<file path="config.mk">
export PLATFORM = sky130hd
export DESIGN_NAME = pipe_stage_skid
export DESIGN_NICKNAME = d
export VERILOG_FILES = /design/src/rtl/pipe_pkg.sv /design/src/rtl/pipe_perf_ctr.sv /design/src/rtl/pipe_stage_skid.sv
export SDC_FILE = /design/constraint.sdc
export NUM_CORES = 1
export LEC_CHECK = 0
export ABC_AREA = 1
export CAP_MARGIN = 20
export CORE_MARGIN = 1.5
export CORE_UTILIZATION = 45
export CTS_BUF_LIST = sky130_fd_sc_hd__clkbuf_2
export DETAILED_ROUTE_END_ITERATION = 16
export PLACE_DENSITY = 0.75
export SLEW_MARGIN = 30
export SYNTH_ARGS = -nofsm -noshare
export SYNTH_HDL_FRONTEND = slang
export SYNTH_HIERARCHICAL = 1
export SYNTH_SLANG_ARGS = --single-unit
export TNS_END_PERCENT = 20
</file>
<file path="constraint.sdc">
create_clock -name clk_i -period 1.7 [get_ports clk_i]
set_clock_uncertainty 0.1 [all_clocks]
set_input_delay 0.34 -clock clk_i [delete_from_list [all_inputs] [get_ports clk_i]]
set_output_delay 0.34 -clock clk_i [all_outputs]
set_load 0.01 [all_outputs]
</file>
<file path="src/rtl/pipe_pkg.sv">
// rtl/pipe_pkg.sv - shared state encoding and per-boundary widths for pipeline stages
package pipe_pkg;

  typedef enum logic [1:0] {
    EMPTY = 2'd0,
    ONE   = 2'd1,
    TWO   = 2'd2
  } pipe_state_e;

  localparam int DATA_LEN  = 32;
  localparam int ALUOP_LEN = 2;

  // RegWrite, MemtoReg, MemWrite, MemRead, Branch, ALUSrc, ALUOp
  localparam int IDEX_CTRL_W  = 6 + ALUOP_LEN;
  localparam int EXMEM_CTRL_W = 5;
  localparam int MEMWB_CTRL_W = 2;

endpackage

</file>
<file path="src/rtl/pipe_perf_ctr.sv">
// rtl/pipe_perf_ctr.sv - saturating event counter, synchronous active-low clear
module pipe_perf_ctr
  import pipe_pkg::*;
#(
  parameter int W = DATA_LEN
) (
  input  logic         clk_i,
  input  logic         rst_i,
  input  logic         inc_i,
  output logic [W-1:0] cnt_o
);

  logic [W-1:0] r_cnt;

  always_ff @(posedge clk_i) begin
    if (!rst_i) begin
      r_cnt <= '0;
    end else if (inc_i && (r_cnt != {W{1'b1}})) begin
      r_cnt <= r_cnt + W'(1);
    end
  end

  assign cnt_o = r_cnt;

endmodule

</file>
<file path="src/rtl/pipe_stage_skid.sv">
// rtl/pipe_stage_skid.sv - pipeline stage register with 2-entry skid, stall and flush; PIPE_STAGE_PERF_EN adds counters
module pipe_stage_skid
  import pipe_pkg::*;
#(
  parameter int CTRL_W     = IDEX_CTRL_W,
  parameter int DATA_W     = DATA_LEN,
  parameter int NUM_FIELDS = 4
) (
  input  logic                         clk_i,
  input  logic                         rst_i,
  input  logic                         valid_i,
  output logic                         ready_o,
  input  logic [CTRL_W-1:0]            ctrl_i,
  input  logic [DATA_W*NUM_FIELDS-1:0] data_i,
  input  logic                         stall_i,
  input  logic                         flush_i,
  output logic                         valid_o,
  input  logic                         ready_i,
  output logic [CTRL_W-1:0]            ctrl_o,
  output logic [DATA_W*NUM_FIELDS-1:0] data_o
`ifdef PIPE_STAGE_PERF_EN
  ,
  output logic [31:0]                  stall_cnt_o,
  output logic [31:0]                  bubble_cnt_o
`endif
);

  localparam int DW = DATA_W * NUM_FIELDS;

  pipe_state_e       r_state;
  logic              r_ready;
  logic [CTRL_W-1:0] r_main_ctrl;
  logic [DW-1:0]     r_main_data;
  logic [CTRL_W-1:0] r_skid_ctrl;
  logic [DW-1:0]     r_skid_data;

  logic w_valid;
  logic w_in_fire;
  logic w_out_fire;

  assign w_valid    = (r_state != EMPTY);
  assign w_in_fire  = valid_i & r_ready;
  assign w_out_fire = w_valid & ready_i & ~stall_i;

  // r_ready always equals (state != TWO), so it is set alongside every state change
  always_ff @(posedge clk_i) begin
    if (!rst_i) begin
      r_state     <= EMPTY;
      r_ready     <= 1'b1;
      r_main_ctrl <= '0;
      r_main_data <= '0;
      r_skid_ctrl <= '0;
      r_skid_data <= '0;
    end else if (flush_i) begin
      r_state     <= EMPTY;
      r_ready     <= 1'b1;
      r_main_ctrl <= '0;
      r_skid_ctrl <= '0;
    end else begin
      case (r_state)
        EMPTY: begin
          if (w_in_fire) begin
            r_main_ctrl <= ctrl_i;
            r_main_data <= data_i;
            r_state     <= ONE;
          end
        end
        ONE: begin
          if (w_in_fire && w_out_fire) begin
            r_main_ctrl <= ctrl_i;
            r_main_data <= data_i;
          end else if (w_in_fire) begin
            r_skid_ctrl <= ctrl_i;
            r_skid_data <= data_i;
            r_state     <= TWO;
            r_ready     <= 1'b0;
          end else if (w_out_fire) begin
            r_state     <= EMPTY;
          end
        end
        TWO: begin
          if (w_out_fire) begin
            r_main_ctrl <= r_skid_ctrl;
            r_main_data <= r_skid_data;
            r_state     <= ONE;
            r_ready     <= 1'b1;
          end
        end
        default: begin
          r_state <= EMPTY;
          r_ready <= 1'b1;
        end
      endcase
    end
  end

  assign ready_o = r_ready;
  assign valid_o = w_valid;
  assign ctrl_o  = w_valid ? r_main_ctrl : '0;
  assign data_o  = r_main_data;

`ifdef PIPE_STAGE_PERF_EN
  pipe_perf_ctr #(.W(32)) u_stall_ctr (
    .clk_i (clk_i),
    .rst_i (rst_i),
    .inc_i (w_valid & ~w_out_fire),
    .cnt_o (stall_cnt_o)
  );

  pipe_perf_ctr #(.W(32)) u_bubble_ctr (
    .clk_i (clk_i),
    .rst_i (rst_i),
    .inc_i (~w_valid),
    .cnt_o (bubble_cnt_o)
  );
`endif

endmodule
</file>
Word level (Yosys, flattened, before mapping)
Cells that the tools add are included.

Flip-flop bits (word level): 275. Bits of input ports: 142. Output and inout bits: 138. Word-level logic and storage cells: 52.

Eq/ne operators: 8. Mux-type cells: 19. Bitwise gates (word level): 8. Reduce and logical (&&, ||, !) cells: 11.

Operators by type and width (number): $mux W128 (3); $pmux W128 S3 (1); $mux W8 (4); $pmux W8 S3 (1); $reduce_and A4 Y1 (4); $mux W2 (5); $ne A2 B2 Y1 const B (5); $pmux W2 S3 (1); $not A1 Y1 (5); $reduce_and A5 Y1 (1); $and A1 B1 Y1 (3); $mux W1 (3); $ne A3 B3 Y1 const B (1); $pmux W1 S3 (1); $reduce_and A3 Y1 (1); $reduce_bool A3 Y1 (1); $eq A2 B1 Y1 const B (1); $eq A2 B2 Y1 const B (1); $logic_not A2 Y1 (1); $reduce_bool A2 Y1 (1); $reduce_or A2 Y1 (1); $logic_and A1 B1 Y1 (1).

Depth between registers and ports, before layout
Word-level depth: 7. Depth in mapped cells: 11. Depth with buffers taken out: 9.

Worst setup path after synthesis
No wires, ideal clock.

Path type: register to register. Start point: register r_state[0]. End point: register r_main_data[46] (netlist: data_o[46]). Arrival: 1.316 ns. Required time: 1.484 ns. Setup slack: 0.168 ns. Cell stages (with the launch flop): 9. Buffers on the path: 2. Cell sequence: dfxtp_1 > nor2_2 > nand2_2 > nand2_2 > nor2_4 > buf_6 > buf_2 > a21oi_1 > nor2_2.

Word-level cells in the longest chain between the ends: 6. Elaborated cells between the ends (all ways): 13. Classes of those cells: 5 x eq/ne; 1 x mux; 2 x bitwise; 5 x reduce/logical.

RTL lines: from (decl) (RTL line pipe_stage_skid.sv:30) `pipe_state_e r_state;`; from (signal assigned) (RTL line pipe_stage_skid.sv:48) `r_state <= EMPTY;`; from (signal assigned) (RTL line pipe_stage_skid.sv:55) `r_state <= EMPTY;`; from (signal assigned) (RTL line pipe_stage_skid.sv:65) `r_state <= ONE;`; $reduce_bool A2 Y1 (RTL line pipe_stage_skid.sv:41) `assign w_valid = (r_state != EMPTY);`; $and A1 B1 Y1 (2 in series) (RTL line pipe_stage_skid.sv:43) `assign w_out_fire = w_valid & ready_i & ~stall_i;`; $logic_and A1 B1 Y1 (RTL line pipe_stage_skid.sv:69) `if (w_in_fire && w_out_fire) begin`; $ne A2 B2 Y1 (no line); $reduce_and A5 Y1 (no line); to (signal assigned) (RTL line pipe_stage_skid.sv:64) `r_main_data <= data_i;`; to (signal assigned) (RTL line pipe_stage_skid.sv:71) `r_main_data <= data_i;`; to (signal assigned) (RTL line pipe_stage_skid.sv:84) `r_main_data <= r_skid_data;`; to (decl) (RTL line pipe_stage_skid.sv:33) `logic [DW-1:0] r_main_data;`.

Parallel ways exist; a longest one is shown, timed or not. A chain may end at the register's enable or synchronous reset.

Worst setup path in the final report
Start point: register r_state[1]. End point: output ctrl_o[5].

Word-level cells in the longest chain between the ends: 2.

RTL lines: $reduce_bool A2 Y1 (RTL line pipe_stage_skid.sv:41); $mux W8 (RTL line pipe_stage_skid.sv:99) `assign ctrl_o = w_valid ? r_main_ctrl : '0;`; to (decl) (RTL line pipe_stage_skid.sv:19) `output logic [CTRL_W-1:0] ctrl_o,`.

No other way between the ends.

==> flow_metrics.py <==
metrics = {
    "worst_setup_path": {
        "slowest_stage": "dfxtp_4",
        "path_class": "flop to output port",
        "worst-endpoint-required_ns": 1.26,
        "worst-path-max-fanout": 4,
        "worst-path-buf-inv": 2,
        "critPathLaunchType": "flop",
        "cp_data_arrival_time_ns": 1.58,
        "cp_top_family": "flip-flops",
        "crit_path_cell_trace": "nor2_4 -> buf_6 -> nor2_1 -> buf_2",
        "max_stage_delay_ns": 0.40,
        "critical_path.endpoint_type": "output port",
    },
    "timing": {
        "hold_slack_ns": 0.0319,
        "fin_crit_sh": 1.19,
        "fmax_mhz": 496,
        "fin_crit_ns": 2.02,
        "final-setup-viol-count": 237,
        "drv_slew": 0,
        "finalHoldViolCount": 0,
        "worst_pin_slew_ns": 0.343,
        "slew-limit-headroom": 0.772,
        "layout_setup_ws_ns": -0.317,
        "rsz0062_at_grt": "true",
    },
    "grt": {
        "grt_start_max_net_pins": 123,
        "antenna_found_initial": 2,
        "grt_pass1_vias": 11450,
        "grt_use_total": 0.223,
        "gr-total-overflow": 0,
        "grt_pass1_wl_mm": 53.4,
    },
    "placed_design": {
        "dp_hpwl_mm": 21.4,
        "io_buffers": 279,
        "place_congestion": 0.798,
    },
    "floorplanning": {
        "die_w_um": 170,
        "core_um2": 27200,
        "fp.dieArea_um2": 28900,
        "io_pins": 280,
        "num_rows": 60,
        "fp.dieH_um": 170,
        "initial_core_util": 0.461,
    },
    "yosys": {
        "synth.net_count": 1974,
        "synth_common_cells": "286 x inv_1, 284 x nand2_1, 275 x dfxtp_1",
        "ys_top_cells_by_area": "dfxtp_1 44%, o21ai_0 11%, a21oi_1 11%, inv_1 8.6%, nand2_1 8.5%",
        "synth_top_area_cell": "dfxtp_1",
        "yosysMostFrequentCell": "inv_1",
        "synth-edff-count": 0,
        "synth.top_cell.area_share": 0.439,
        "syn-instance-count": 1832,
        "synth.distinct_cells": 21,
        "synth_warnings": 6,
        "ys_ff_latch": 275,
        "synthArstFlopShare": 0,
        "ys_seq_area_frac": 0.439,
        "syn_avg_cell_area_um2": 6.84,
        "synth.cell_area_um2": 12500,
        "ys.flop_type": "dfxtp_1",
    },
    "routing": {
        "viasPerCell": 5.16,
        "dr.pass1.iters": 8,
        "routedWlPerCell_um": 16.1,
        "ant_nets": 0,
        "initialDrtViolationCount": 1162,
        "drc_errors": 0,
        "finalWirelength_mm": 42.4,
        "vias": 13548,
    },
    "cells_and_area": {
        "fillerInstances": 2176,
        "area_growth_pct": 51.6,
        "drive_gt1_frac": 0.281,
        "seq_area_um2": 5680,
        "multi_input_area_um2": 5550,
        "nets": 2350,
    },
    "hold_path": {
        "hold_path_class": "primary input to flop",
    },
    "power": {
        "pwr_density_cell_nw_per_um2": 790,
        "finalPower_mw": 15.0,
        "irDropWorstVdd_mv": 0.506,
        "p_leak_nw": 8.63,
    },
    "clock_network": {
        "cts-buffers-inserted": 73,
        "clkSlewWorstSetupHoldPaths_ns": 0.09,
        "cts_sinks": 275,
        "cts_htree_levels": 3,
        "cts_tree": "built",
        "cts_buffer_depth": 3,
        "root_buffer": "clkbuf_2",
        "clk_latency_ns": 0.86,
    },
    "job": {
        "max_cap_viol_count": 0,
    },
    "outcome": {
        "violations": "negative setup slack",
        "status": "complete, but fails checks",
    },
}
## repair_timing
action,4_1_cts,5_1_grt
hold buffers,17,0
gates resized for setup,837,234
pin swaps,4,17
gates cloned,1,48
setup buffers,7,29
endpoints found under the hold margin,265,0
endpoints found under the setup margin,270,406
## registers in the layout (all words and copies together) (netlist names)
name and flops:
r_skid_ctrl 8, r_main_ctrl 8, ready_o 1, data_o 128
r_state 2, r_skid_data 128
## layer usage
metal / up-vias / GRT usage / wire length, µm
met3: 145 / 0.0519 / 3080
met4: 0 / 0.120 / 1990
met2: 615 / 0.368 / 20600
met5: - / 0 / 0
li1: 6620 / - / -
met1: 6168 / 0.270 / 16700
## power breakdown
part / switching [mW] / total [mW] / internal [mW]
combinational: 1.50 / 3.21 / 1.71
clock: 2.74 / 4.73 / 2.00
sequential: 0.242 / 7.07 / 6.83
## path summary, 6_finish.rpt
path | startpoint | end | slack [ns] | cells past startpoint
max reg2reg | r_state[1] | data_o[29] | -0.25 | 12
min reg2reg | r_skid_data[79] | r_skid_data[79] | 0.35 | 2
max | r_state[1] | ctrl_o[5] | -0.32 | 4
min | data_i[75] | r_skid_data[75] | 0.03 | 3
## worst reg2reg max path, delay by kind of cell (launching register included)
| family | cells | cell delay, ns |
|---|---|---|
| simple gates | 5 | 0.45 |
| compound gates | 1 | 0.19 |
| flops | 1 | 0.40 |
| buf+inv | 6 | 0.74 |
## cell usage in the layout, fill, tap and decap left out, types with 2 or more instances in the layout
master,Yosys,routed
a21oi_2,0,39
clkbuf_16,0,36
nand3_2,1,19
nand3_4,0,2
buf_8,0,3
inv_1,286,285
clkbuf_2,0,111
a21oi_1,268,226
buf_4,7,46
o21ai_0,272,168
nand2_1,284,280
clkinv_1,0,3
dfxtp_1,275,144
buf_6,28,149
o21ai_2,0,16
dlygate4sd3_1,0,17
nand2_8,0,2
dfxtp_4,0,3
clkdlybuf4s50_1,0,140
nor2_1,153,149
nand2_2,3,2
bufinv_16,0,2
buf_12,0,36
dfxtp_2,0,128
buf_2,44,9
inv_2,1,3
nand2_4,0,3
o21ai_1,1,88
nor2_2,2,4
nand3_1,136,116
a211oi_1,2,2
a21oi_4,0,3
nor2_4,1,4
buf_16,0,10
## metrics by stage
step                setup TNS, ns   util  cell area (µm²)  instances  setup slack (ns)
detailed placement        -125.16  0.586            15900       2404            -0.566
global placement          -115.95  0.586            15900       2404            -0.489
finish                     -22.36  0.699            19000       2626            -0.317
CTS                        -40.20  0.630            17100       2549            -0.390
global route               -48.55  0.699            19000       2626            -0.428
floorplan                       0      -            12500       1832             0.168
## kinds of logic after synthesis
logic type | synth area share
AOI/OAI and AO/OA | 0.217
buffers and inverters | 0.154
DFF | 0.439
and+or+nand+nor | 0.190
## cell type report
type | count | area share
multi-input cells | 1125 | 0.292
repair buffers | 446 | 0.294
clock buffers | 111 | 0.0292
inverters | 287 | 0.0568
clock inverters | 9 | 0.00481
well taps | 372 | 0.0245
flip-flops and latches | 275 | 0.299
diodes | 1 | 0.000132
(Power assumes the default switching activity.)
